**src/rtl/nn_axis_pkg.sv**
```systemverilog
// Shared constants for the NN classifier stream drivers: packet geometry,
// result field position, stream width and FSM state encoding.
package nn_axis_pkg;

    localparam int DATA_WIDTH  = 64;

    localparam int N_IN_WORDS  = 9;
    localparam int N_WB_WORDS  = 10;
    localparam int N_RES_WORDS = 4;
    localparam int N_PKT_WORDS = N_IN_WORDS + N_WB_WORDS;

    localparam int PKT_AW      = 5;
    localparam int RES_AW      = 2;

    // The classifier returns its 16-bit result in the top bits of each word.
    localparam int RES_WIDTH   = 16;
    localparam int RES_LSB     = 48;
    localparam int RES_MSB     = RES_LSB + RES_WIDTH - 1;

    localparam logic [1:0] ST_IDLE = 2'd0;
    localparam logic [1:0] ST_SEND = 2'd1;
    localparam logic [1:0] ST_RECV = 2'd2;
    localparam logic [1:0] ST_DONE = 2'd3;

    typedef enum logic [1:0] {
        IDLE = ST_IDLE,
        SEND = ST_SEND,
        RECV = ST_RECV,
        DONE = ST_DONE
    } state_t;

endpackage

```
**src/rtl/nn_pkt_buffer.sv**
```systemverilog
// Request packet register file: one synchronous write port, one
// combinational read port. Writes to addresses past DEPTH-1 are dropped.
module nn_pkt_buffer
    import nn_axis_pkg::*;
#(
    parameter int DEPTH = N_PKT_WORDS,
    parameter int WIDTH = DATA_WIDTH,
    parameter int AW    = PKT_AW
) (
    input  logic             clk,
    input  logic             we,
    input  logic [AW-1:0]    waddr,
    input  logic [WIDTH-1:0] din,
    input  logic [AW-1:0]    raddr,
    output logic [WIDTH-1:0] dout
);

    logic [WIDTH-1:0] mem [DEPTH];

    // Store one packet word per accepted write.
    // NOTE: the array has no reset on purpose; its contents are always
    // written by the host before use and must survive a driver reset.
    // NOTE: sequential state is assigned with <= so every register samples
    // the pre-edge values regardless of statement order.
    always_ff @(posedge clk) begin
        if (we && (waddr < AW'(DEPTH))) begin
            mem[waddr] <= din;
        end
    end

    assign dout = (raddr < AW'(DEPTH)) ? mem[raddr] : '0;

endmodule

```
**src/rtl/axis_nn_classification_driver.sv**
```systemverilog
// Host-side driver for the streaming NN classifier: sends the stored
// 19-word request packet as an AXI-Stream master, then collects the
// 4-word result stream and keeps the 16-bit result fields readable.
module axis_nn_classification_driver #(
    parameter int N_IN_WORDS     = nn_axis_pkg::N_IN_WORDS,
    parameter int N_WB_WORDS     = nn_axis_pkg::N_WB_WORDS,
    parameter int N_RES_WORDS    = nn_axis_pkg::N_RES_WORDS,
    parameter int DATA_WIDTH     = nn_axis_pkg::DATA_WIDTH,
    parameter int TIMEOUT_CYCLES = 65535
) (
    input  logic                              aclk,
    input  logic                              areset,
    input  logic                              start,
    output logic                              ready,
    output logic                              done,
    output logic                              err_tlast,
    output logic                              timeout,
    input  logic                              pkt_we,
    input  logic [nn_axis_pkg::PKT_AW-1:0]    pkt_addr,
    input  logic [DATA_WIDTH-1:0]             pkt_din,
    input  logic [nn_axis_pkg::RES_AW-1:0]    res_addr,
    output logic [nn_axis_pkg::RES_WIDTH-1:0] res_dout,
    input  logic                              m_axis_tready,
    output logic [DATA_WIDTH-1:0]             m_axis_tdata,
    output logic                              m_axis_tvalid,
    output logic                              m_axis_tlast,
    output logic                              s_axis_tready,
    input  logic [DATA_WIDTH-1:0]             s_axis_tdata,
    input  logic                              s_axis_tvalid,
    input  logic                              s_axis_tlast
);

    import nn_axis_pkg::*;

    localparam int N_PKT = N_IN_WORDS + N_WB_WORDS;
    localparam int TW    = $clog2(TIMEOUT_CYCLES);

    localparam logic [PKT_AW-1:0] LAST_PKT  = PKT_AW'(N_PKT - 1);
    localparam logic [PKT_AW-1:0] LAST_RES  = PKT_AW'(N_RES_WORDS - 1);
    localparam logic [TW-1:0]     TIMER_MAX = TW'(TIMEOUT_CYCLES - 1);

    state_t              state, state_d;
    logic [PKT_AW-1:0]   idx, idx_d;
    logic [TW-1:0]       timer, timer_d;
    logic                err_q, err_d;
    logic                to_q, to_d;
    logic                buf_we;
    logic                res_we;
    logic                end_beat;
    logic [RES_WIDTH-1:0] res_buf [N_RES_WORDS];

    // Only the result field of each returned word carries information.
    logic unused_tdata;
    assign unused_tdata = ^s_axis_tdata[RES_LSB-1:0];

    // The packet buffer read port follows idx, so tdata holds while stalled.
    nn_pkt_buffer #(
        .DEPTH (N_PKT),
        .WIDTH (DATA_WIDTH),
        .AW    (PKT_AW)
    ) u_pkt_buf (
        .clk   (aclk),
        .we    (buf_we),
        .waddr (pkt_addr),
        .din   (pkt_din),
        .raddr (idx),
        .dout  (m_axis_tdata)
    );

    // A result beat that closes the transaction: explicit tlast or 4th word.
    assign end_beat = s_axis_tvalid && (s_axis_tlast || (idx == LAST_RES));

    // FSM state, word index, RECV timer and sticky status flags.
    always_ff @(posedge aclk) begin
        if (areset) begin
            state <= IDLE;
            idx   <= '0;
            timer <= '0;
            err_q <= 1'b0;
            to_q  <= 1'b0;
        end else begin
            state <= state_d;
            idx   <= idx_d;
            timer <= timer_d;
            err_q <= err_d;
            to_q  <= to_d;
        end
    end

    // Next-state logic and handshake outputs.
    // NOTE: every signal driven here gets a default first, so no path can
    // leave one unassigned and infer a latch.
    always_comb begin
        state_d       = state;
        idx_d         = idx;
        timer_d       = timer;
        err_d         = err_q;
        to_d          = to_q;
        buf_we        = 1'b0;
        res_we        = 1'b0;
        ready         = 1'b0;
        done          = 1'b0;
        m_axis_tvalid = 1'b0;
        m_axis_tlast  = 1'b0;
        s_axis_tready = 1'b0;

        case (state)
            IDLE: begin
                ready  = 1'b1;
                buf_we = pkt_we;
                if (start) begin
                    state_d = SEND;
                    idx_d   = '0;
                    err_d   = 1'b0;
                    to_d    = 1'b0;
                end
            end

            SEND: begin
                m_axis_tvalid = 1'b1;
                m_axis_tlast  = (idx == LAST_PKT);
                if (m_axis_tready) begin
                    if (idx == LAST_PKT) begin
                        state_d = RECV;
                        idx_d   = '0;
                        timer_d = '0;
                    end else begin
                        idx_d = idx + 1'b1;
                    end
                end
            end

            RECV: begin
                s_axis_tready = 1'b1;
                timer_d       = timer + 1'b1;
                if (s_axis_tvalid) begin
                    res_we = 1'b1;
                    if (!end_beat) begin
                        idx_d = idx + 1'b1;
                    end
                end
                if (end_beat) begin
                    // Early tlast, or a 4th word without tlast, is a framing error.
                    err_d   = err_q | (s_axis_tlast != (idx == LAST_RES));
                    state_d = DONE;
                end else if (timer == TIMER_MAX) begin
                    to_d    = 1'b1;
                    state_d = DONE;
                end
            end

            DONE: begin
                done    = 1'b1;
                state_d = IDLE;
            end

            default: state_d = IDLE;
        endcase
    end

    // Result buffer: cleared by reset, one field captured per accepted beat.
    always_ff @(posedge aclk) begin
        if (areset) begin
            for (int i = 0; i < N_RES_WORDS; i++) begin
                res_buf[i] <= '0;
            end
        end else if (res_we) begin
            res_buf[idx[RES_AW-1:0]] <= s_axis_tdata[RES_MSB:RES_LSB];
        end
    end

    assign res_dout  = res_buf[res_addr];
    assign err_tlast = err_q;
    assign timeout   = to_q;

endmodule

```
**config.mk**
```make
export PLATFORM = sky130hd
export DESIGN_NAME = axis_nn_classification_driver
export DESIGN_NICKNAME = d
export VERILOG_FILES = /design/src/rtl/nn_axis_pkg.sv /design/src/rtl/nn_pkt_buffer.sv /design/src/rtl/axis_nn_classification_driver.sv
export SDC_FILE = /design/constraint.sdc
export NUM_CORES = 1
export LEC_CHECK = 0
export ABC_AREA = 1
export CORE_MARGIN = 3
export CORE_UTILIZATION = 35
export DETAILED_ROUTE_END_ITERATION = 8
export GPL_ROUTABILITY_DRIVEN = 1
export PLACE_DENSITY_LB_ADDON = 0.1
export SLEW_MARGIN = 20
export SYNTH_ARGS = -nofsm -noshare
export SYNTH_HDL_FRONTEND = slang
export SYNTH_HIERARCHICAL = 1
export SYNTH_SLANG_ARGS = --single-unit
```
**constraint.sdc**
```tcl
create_clock -name aclk -period 5.85 [get_ports aclk]
set_input_delay 1.17 -clock aclk [delete_from_list [all_inputs] [get_ports aclk]]
set_output_delay 1.17 -clock aclk [all_outputs]
set_load 0.02 [all_outputs]
```
==> key figures, run 1 <==
CTS
  • Hold-fix buffers, CTS: 0
  • Post-CTS Resized: 0
  • Num CTS Buffers: 148
  • # clock sinks: 1,305
  • Clock Tree Buf Depth: 3
  • Clock latency on the worst-skew pair: about 0.77 ns
  • Clk pin slew, worst setup/hold paths: 0.05 ns
  • CTS H-Tree Depth: 4
  • Postcts setup bufs: 0
  • Clk root buf: clkbuf_16
  • CTS tree: done

Power
  • Pwr dens: roughly 400 nW/um^2
  • Leakage power: about 21 nW
  • VDD IR max: 0.399 mV

STA
  • Worst-margin pin slew: 1.04 ns
  • RSZ-0062 raised after global routing: no
  • Fin crit share: around nine tenths
  • Final hold vios: 0
  • Setup ws final: roughly 0.63 ns
  • Min cycle time layout: approximately 5.2 ns
  • Setup TNS: 0 ns
  • Fin. max-slew vios: 0
  • Final setup viols: 0
  • Fmax: approximately 0.19 GHz
  • Setup Skew: between 0.015 and 0.02 ns
  • Slew headroom: between 30% and 40%

Setup path
  • Worst Path Required: 4.68 ns
  • Reg2Reg Depth: 8
  • Crit path DAT: 4.05 ns
  • Worst reg2reg endpoint: u_pkt_buf/mem[12][27]
  • Worst path max stage delay: 0.67 ns
  • Cells along the critical path: inv_16 -> o21ai_1 -> nand2_1 -> clkinv_1 -> a21oi_1 -> clkdlybuf4s50_1
  • Critical path class: flop to output pin
  • Worst Path Max Fanout: 164
  • Reg-to-reg critical path startpoint: state[0]
  • Worst Setup End Kind: output pin
  • CP startpoint kind: flop
  • Flop2flop setup slack: 2.58 ns
  • Critical path's slowest cell: clkdlybuf4s50_1

Yosys
  • Most common flop cell mapped by yosys: edfxtp_1
  • Sequential-to-total area share from yosys stat: 73.2%
  • Yosys warnings: 6
  • Synth Instances: 4,466
  • Multiplexer area fraction after synthesis: 0%
  • Yosys cell types: 39
  • Largest family of logic cells by synthesized area: simple AND/OR/NAND/NOR gates
  • Post-synthesis area per instance: about 12 sq um
  • Synth Area in XOR/XNOR: 0.0494%
  • Post-synth EDFFs: 1,280
  • Post-synthesis register bit count: 1,305
  • Asr flop ratio synth: 0%
  • Synth Area in Simple Gates: 13.7%
  • Adder-cell share of the synthesized area: less than 1%
  • Post-synthesis compound-gate area fraction: 8.55%
  • Syn_nets: roughly 4,600
  • Post-Syn Area: 53,200 sq um

Placed design
  • GPL Wtd Cong: 0.709
  • DP HPWL: 68,400 um
  • Place WS: 1.32 ns
  • IO buf count: 180

Route
  • Routed vias/inst: a little under 5
  • DRC Markers: 0
  • Post-route ant nets: 0
  • Avg WL per Cell: 21.1 um
  • Overall routed net length: 142,000 um
  • Starting DRT DRC Count: approximately 2,000
  • DR vias: ~33,000
  • TritonRoute pass-1 iters: 5

Layout
  • Fin util: 41.1%
  • Fraction of layout cells with a size suffix above 1: 6.79%
  • Final net count: 4,750
  • Area Growth Syn to Fin: 16.2%

Worst hold path
  • Worst Hold Depth: 2
  • Origin of the worst min-delay path: timeout
  • Endpoint, Worst Hold: timeout
  • Min-delay worst type: flop to flop

GRT
  • Vias in the first global route: 32,100
  • Largest net degree at the start of global routing: a little over 200
  • Antenna violations before repair: 11
  • Total GRT Usage: 17.9%
  • GRT overflow: 0
  • First-pass GRT wire length: approximately 210,000 um

Floorplanning
  • Row cnt: 142
  • Core area: 150,000 sq um
  • Die width: 396 um
  • Die Footprint: 157,000 sq um
  • Initial core utilization: between 30% and 40%
  • Top-Level Pins: 229
  • Die H: 396 um

Status
  • Status: complete, no violations

Flow run
  • Max-cap violation count: 0
cell type report:
cell class | count | area [sq um]
repair buffers | 245 | 2630
inverters | 253 | 976
flip-flops and latches | 1305 | 39000
diodes | 4 | 10.0
well taps | 2016 | 2520
clock inverters | 83 | 684
fillers | 14200 | 88500
clock buffers | 181 | 3860
multi-input cells | 2646 | 12100
synthesized netlist by cell type, types with 2 or more instances:
cell type,number,area (sq um)
a21oi_1,24,120
buf_1,31,116
buf_2,81,405
buf_4,22,165
buf_6,18,203
clkbuf_1,109,409
clkinv_1,2,7.51
dfxtp_1,25,500
edfxtp_1,1280,38400
ha_1,9,113
inv_1,246,923
inv_2,4,15.0
nand2_1,748,2810
nand2_2,5,31.3
nand3_1,230,1150
nand3_2,2,20.0
nand4_1,2,12.5
nor2_1,802,3010
nor2_2,9,56.3
nor2_4,4,45.0
nor3_1,18,90.1
o2111ai_1,11,96.3
o211ai_1,163,1220
o21ai_0,491,2460
o21ai_1,97,485
o21ai_2,3,26.3
o22ai_1,16,100
xor2_1,3,26.3
cell families (layout without fill, tap and decap cells):
family                   count (synthesis)  after routing
other                                    0              4
adder cells (fa/ha/maj)                  9              9
XOR/XNOR                                 3              3
buffers and inverters                  515            762
flip-flops                            1305           1305
AND/OR/NAND/NOR                       1824           1824
AO/OA/AOI/OAI                          810            810
layout by cell type, fill, tap and decap left out, types with 24 or more instances in the layout:
master,synthesis,final
o211ai_1,163,163
nand3_1,230,230
o21ai_1,97,98
o21ai_0,491,490
buf_4,22,38
clkdlybuf4s50_1,0,180
inv_1,246,243
edfxtp_1,1280,1280
buf_12,1,27
clkbuf_1,109,31
clkinv_1,2,40
nand2_1,748,748
nor2_1,802,781
nor2_4,4,26
a21oi_1,24,24
clkbuf_16,0,149
critical path, delay by kind of cell (launching register included):
family          cells  cell delay, ns
simple gates        1            0.27
flops               1            0.53
buf+inv             3            1.76
compound gates      2            0.63
metal layers:
layer  vias to the layer above  track usage [%]  routed length, um
li1                      15900                -                  -
met4                         4             4.09               2420
met3                       177             3.06               6380
met2                       580             29.7              67500
met5                         -                0                 23
met1                     16500             24.7              66000
per-stage QoR:
step	total power [mW]	cells	hold WS [ns]	instance area (sq um)
3_5_place_dp	16.1	6465	0.446	57200
4_1_cts	24.9	6729	0.455	61800
3_3_place_gp	16.1	6465	0.441	57200
6_report	24.5	6733	0.453	61800
5_1_grt	25.8	6729	0.501	61800
2_1_floorplan	14.2	4466	0.459	53200
flip-flops by register name, summed over array words and instances (netlist names):
| register | flops |
|---|---|
| u_pkt_buf/mem | 1216 |
| res_buf | 64 |
| timer | 16 |
| idx | 5 |
| state | 2 |
| err_tlast | 1 |
| timeout | 1 |
power breakdown:
group	switching (mW)	total, mW	internal [mW]
clock network	3.73	8.71	4.98
registers	0.0968	10.5	10.4
logic	3.59	5.31	1.72
worst max path at each step:
| stage | startpoint | endpoint | depth (start not counted) | slack [ns] |
|---|---|---|---|---|
| 2_1_floorplan | pkt_addr[3] | u_pkt_buf/mem[13][0] | 5 | 0.77 |
| 3_3_place_gp | idx[0] | m_axis_tdata[20] | 6 | 1.40 |
| 3_5_place_dp | idx[0] | m_axis_tdata[33] | 6 | 1.32 |
| 4_1_cts | idx[0] | m_axis_tdata[33] | 6 | 0.48 |
| 5_1_grt | idx[1] | m_axis_tdata[33] | 6 | 0.41 |
| 6_report | idx[0] | m_axis_tdata[33] | 6 | 0.63 |
(Power assumes the default switching activity.)
==> run 2, diff against run 1 <==
--- a/config.mk
+++ b/config.mk
@@ -6,12 +6,10 @@
 export NUM_CORES = 1
 export LEC_CHECK = 0
 export ABC_AREA = 1
-export CORE_MARGIN = 3
 export CORE_UTILIZATION = 35
 export DETAILED_ROUTE_END_ITERATION = 8
 export GPL_ROUTABILITY_DRIVEN = 1
 export PLACE_DENSITY_LB_ADDON = 0.1
-export SLEW_MARGIN = 20
 export SYNTH_ARGS = -nofsm -noshare
 export SYNTH_HDL_FRONTEND = slang
 export SYNTH_HIERARCHICAL = 1
==> run 2 against run 1 <==
Register-to-register slack worse by 0.03 ns. Non-clock buffer count rose by 15. Die area down 2.0%. Count of clock-buffer cells in the layout rose by 13. Clock power shrank 0.6%. Hold slack better by 0.0098 ns. Fmax rose by 3.4%. Global-route usage up 0.70 points. Final area is 0.13% higher. Critical path depth grew 1. Power hardly changed. Highest routed layer unchanged.
==> key figures, run 2 (synthesis results as in run 1) <==
Layout
  • Filler instances: 14,300
  • Ant diodes: 0
  • Fraction of layout cells with a size suffix above 1: between 7 and 8%
  • Max reg flops: 1,216
  • Final net count: 4,764
  • Highest-count cells in the layout ignoring fill and taps: edfxtp_1, nor2_1, nand2_1, o21ai_0, inv_1
  • Largest regs: u_pkt_buf/mem (1216), res_buf (64), timer (16)
  • Most common cell after layout, fill and taps aside: edfxtp_1
  • Largest Register: u_pkt_buf/mem
  • Area Growth Syn to Fin: 16.3%

Setup path
  • Worst Setup End Kind: output pin
  • Critical path class: flop to output pin
  • Worst Path Required: 4.68 ns
  • CP startpoint kind: flop
  • Crit path DAT: between 3 and 4 ns
  • Worst Path Max Fanout: 65
  • Reg2Reg Depth: 8

Route
  • Starting DRT DRC Count: 2,178
  • Overall routed net length: 143,000 um
  • Routed vias/inst: 4.95
  • Post-route ant nets: 0
  • DRC Markers: 0
  • DR vias: 33,400
  • Avg WL per Cell: about 21 um
  • TritonRoute pass-1 iters: 5

STA
  • RSZ-0062 raised after global routing: no
  • Setup ws final: 0.797 ns
  • Worst-margin pin slew: 1.11 ns
  • Setup TNS: 0 ns
  • Fmax: 0.198 GHz
  • Min cycle time layout: 5.05 ns
  • Slew headroom: 26.2%
  • Final hold vios: 0
  • Final setup viols: 0
  • Fin. max-slew vios: 0
  • Setup Skew: 0.0246 ns
  • Fin crit share: a little under nine tenths

Floorplanning
  • Die Footprint: 153,000 sq um
  • Core area: 150,000 sq um
  • Die H: 392 um
  • Initial core utilization: 35.4%
  • Top-Level Pins: 229
  • Die width: 392 um
  • Row cnt: 142

Power
  • Switching share of power: between 30% and 40%
  • Leakage power: 21.5 nW
  • Switching pwr: 7.43 mW
  • Combinational share of power: between 20% and 30%
  • Share of power burned in registers: 42.6%
  • VDD IR max: between 0.5 and 0.6 mV
  • Internal power: 17.1 mW
  • Pwr dens: 396 nW/um^2
  • Clk pwr share: 35.4%

CTS
  • CTS H-Tree Depth: 4
  • Clk pin slew, worst setup/hold paths: 0.05 ns
  • Post-CTS Resized: 0
  • CTS tree: done
  • Hold-fix buffers, CTS: 0
  • Clk root buf: clkbuf_16
  • Clock latency on the worst-skew pair: 0.78 ns
  • Clock Tree Buf Depth: 3
  • Num CTS Buffers: 147
  • # clock sinks: 1,305
  • Postcts setup bufs: 0

GRT
  • GRT overflow: 0
  • Antenna violations before repair: 10
  • Most Crowded Layer GR: met2
  • Vias in the first global route: approximately 32,000
  • First-pass GRT wire length: between 200,000 and 250,000 um
  • Global-route track usage on met1: 26.3%
  • Met2 Usage GRT: 29.6%
  • Largest net degree at the start of global routing: 183
  • Met3 Usage GRT: 3.05%
  • Total GRT Usage: 18.6%

Placed design
  • Place WS: 1.05 ns
  • DP HPWL: 72,300 um
  • GPL Wtd Cong: 0.733
  • IO buf count: 180

Status
  • Status: complete, no violations

Worst hold path
  • Worst Hold Depth: 2
  • Min-delay worst type: flop to flop

Flow run
  • Max-cap violation count: 0
run 2: cell types whose count changed in the layout (fill, tap and decap cells not counted), sizes merged, moves of 3 or more:
cell      delta
buf         +15
inv          +3
clkbuf      +13
diode        -4
clkinvlp     +4
clkinv      -16
run 2: power groups by stage:
| stage | sequential [mW] | clock (mW) | combinational [mW] |
|---|---|---|---|
| CTS | 10.4 | 8.90 | 5.52 |
| floorplan | 10.6 | 0 | 3.61 |
| global placement | 10.6 | 0 | 5.50 |
| finish | 10.4 | 8.66 | 5.39 |
| detailed placement | 10.6 | 0 | 5.49 |
| global route | 10.4 | 9.24 | 6.08 |
run 2: worst paths after layout:
kind | from | slack (ns) | to
worst max-delay path | idx[3] | 0.80 | m_axis_tdata[20]
worst min-delay path | timeout | 0.46 | timeout
worst max register to register | state[0] | 2.55 | u_pkt_buf/mem[1][8]
worst min register to register | timeout | 0.46 | timeout
run 2: metrics by stage:
stage / total power [mW] / std cells / utilization [%] / instance area (sq um) / hold slack (ns)
6_report: 24.5 / 6746 / 41.1 / 61800 / 0.463
5_1_grt: 25.8 / 6746 / 41.1 / 61800 / 0.485
4_1_cts: 24.9 / 6746 / 41.1 / 61800 / 0.467
3_5_place_dp: 16.1 / 6480 / 38.2 / 57400 / 0.464
3_3_place_gp: 16.1 / 6480 / 38.2 / 57400 / 0.450
2_1_floorplan: 14.2 / 4466 / - / 53200 / 0.459
run 2: cell type report:
class                      instances  area, sq um  area share (%)
sequential                      1305        39000            63.0
clock inverter                    72          505           0.817
timing repair buffer             260         2800            4.53
clock buffer                     194         3950            6.39
inverter                         253          976            1.58
tap                             2016         2520            4.08
multi-input combinational       2646        12100            19.6
run 2: critical path, stage by stage, from the launching register on:
cell and delay [ns]:
dfxtp_4 0.48, nor2_4 0.16, buf_12 0.46, o21ai_1 0.24, nand2_1 0.15, clkinv_1 0.48
a21oi_1 0.44, clkdlybuf4s50_1 0.68
run 2: layer usage:
| metal | routed length (um) | up-vias | part of all wire, % |
|---|---|---|---|
| li1 | - | 15900 | - |
| met1 | 68000 | 16600 | 48 |
| met2 | 65500 | 637 | 46 |
| met3 | 6240 | 210 | 4.4 |
| met4 | 2980 | 10 | 2.1 |
| met5 | 66 | - | 0.046 |
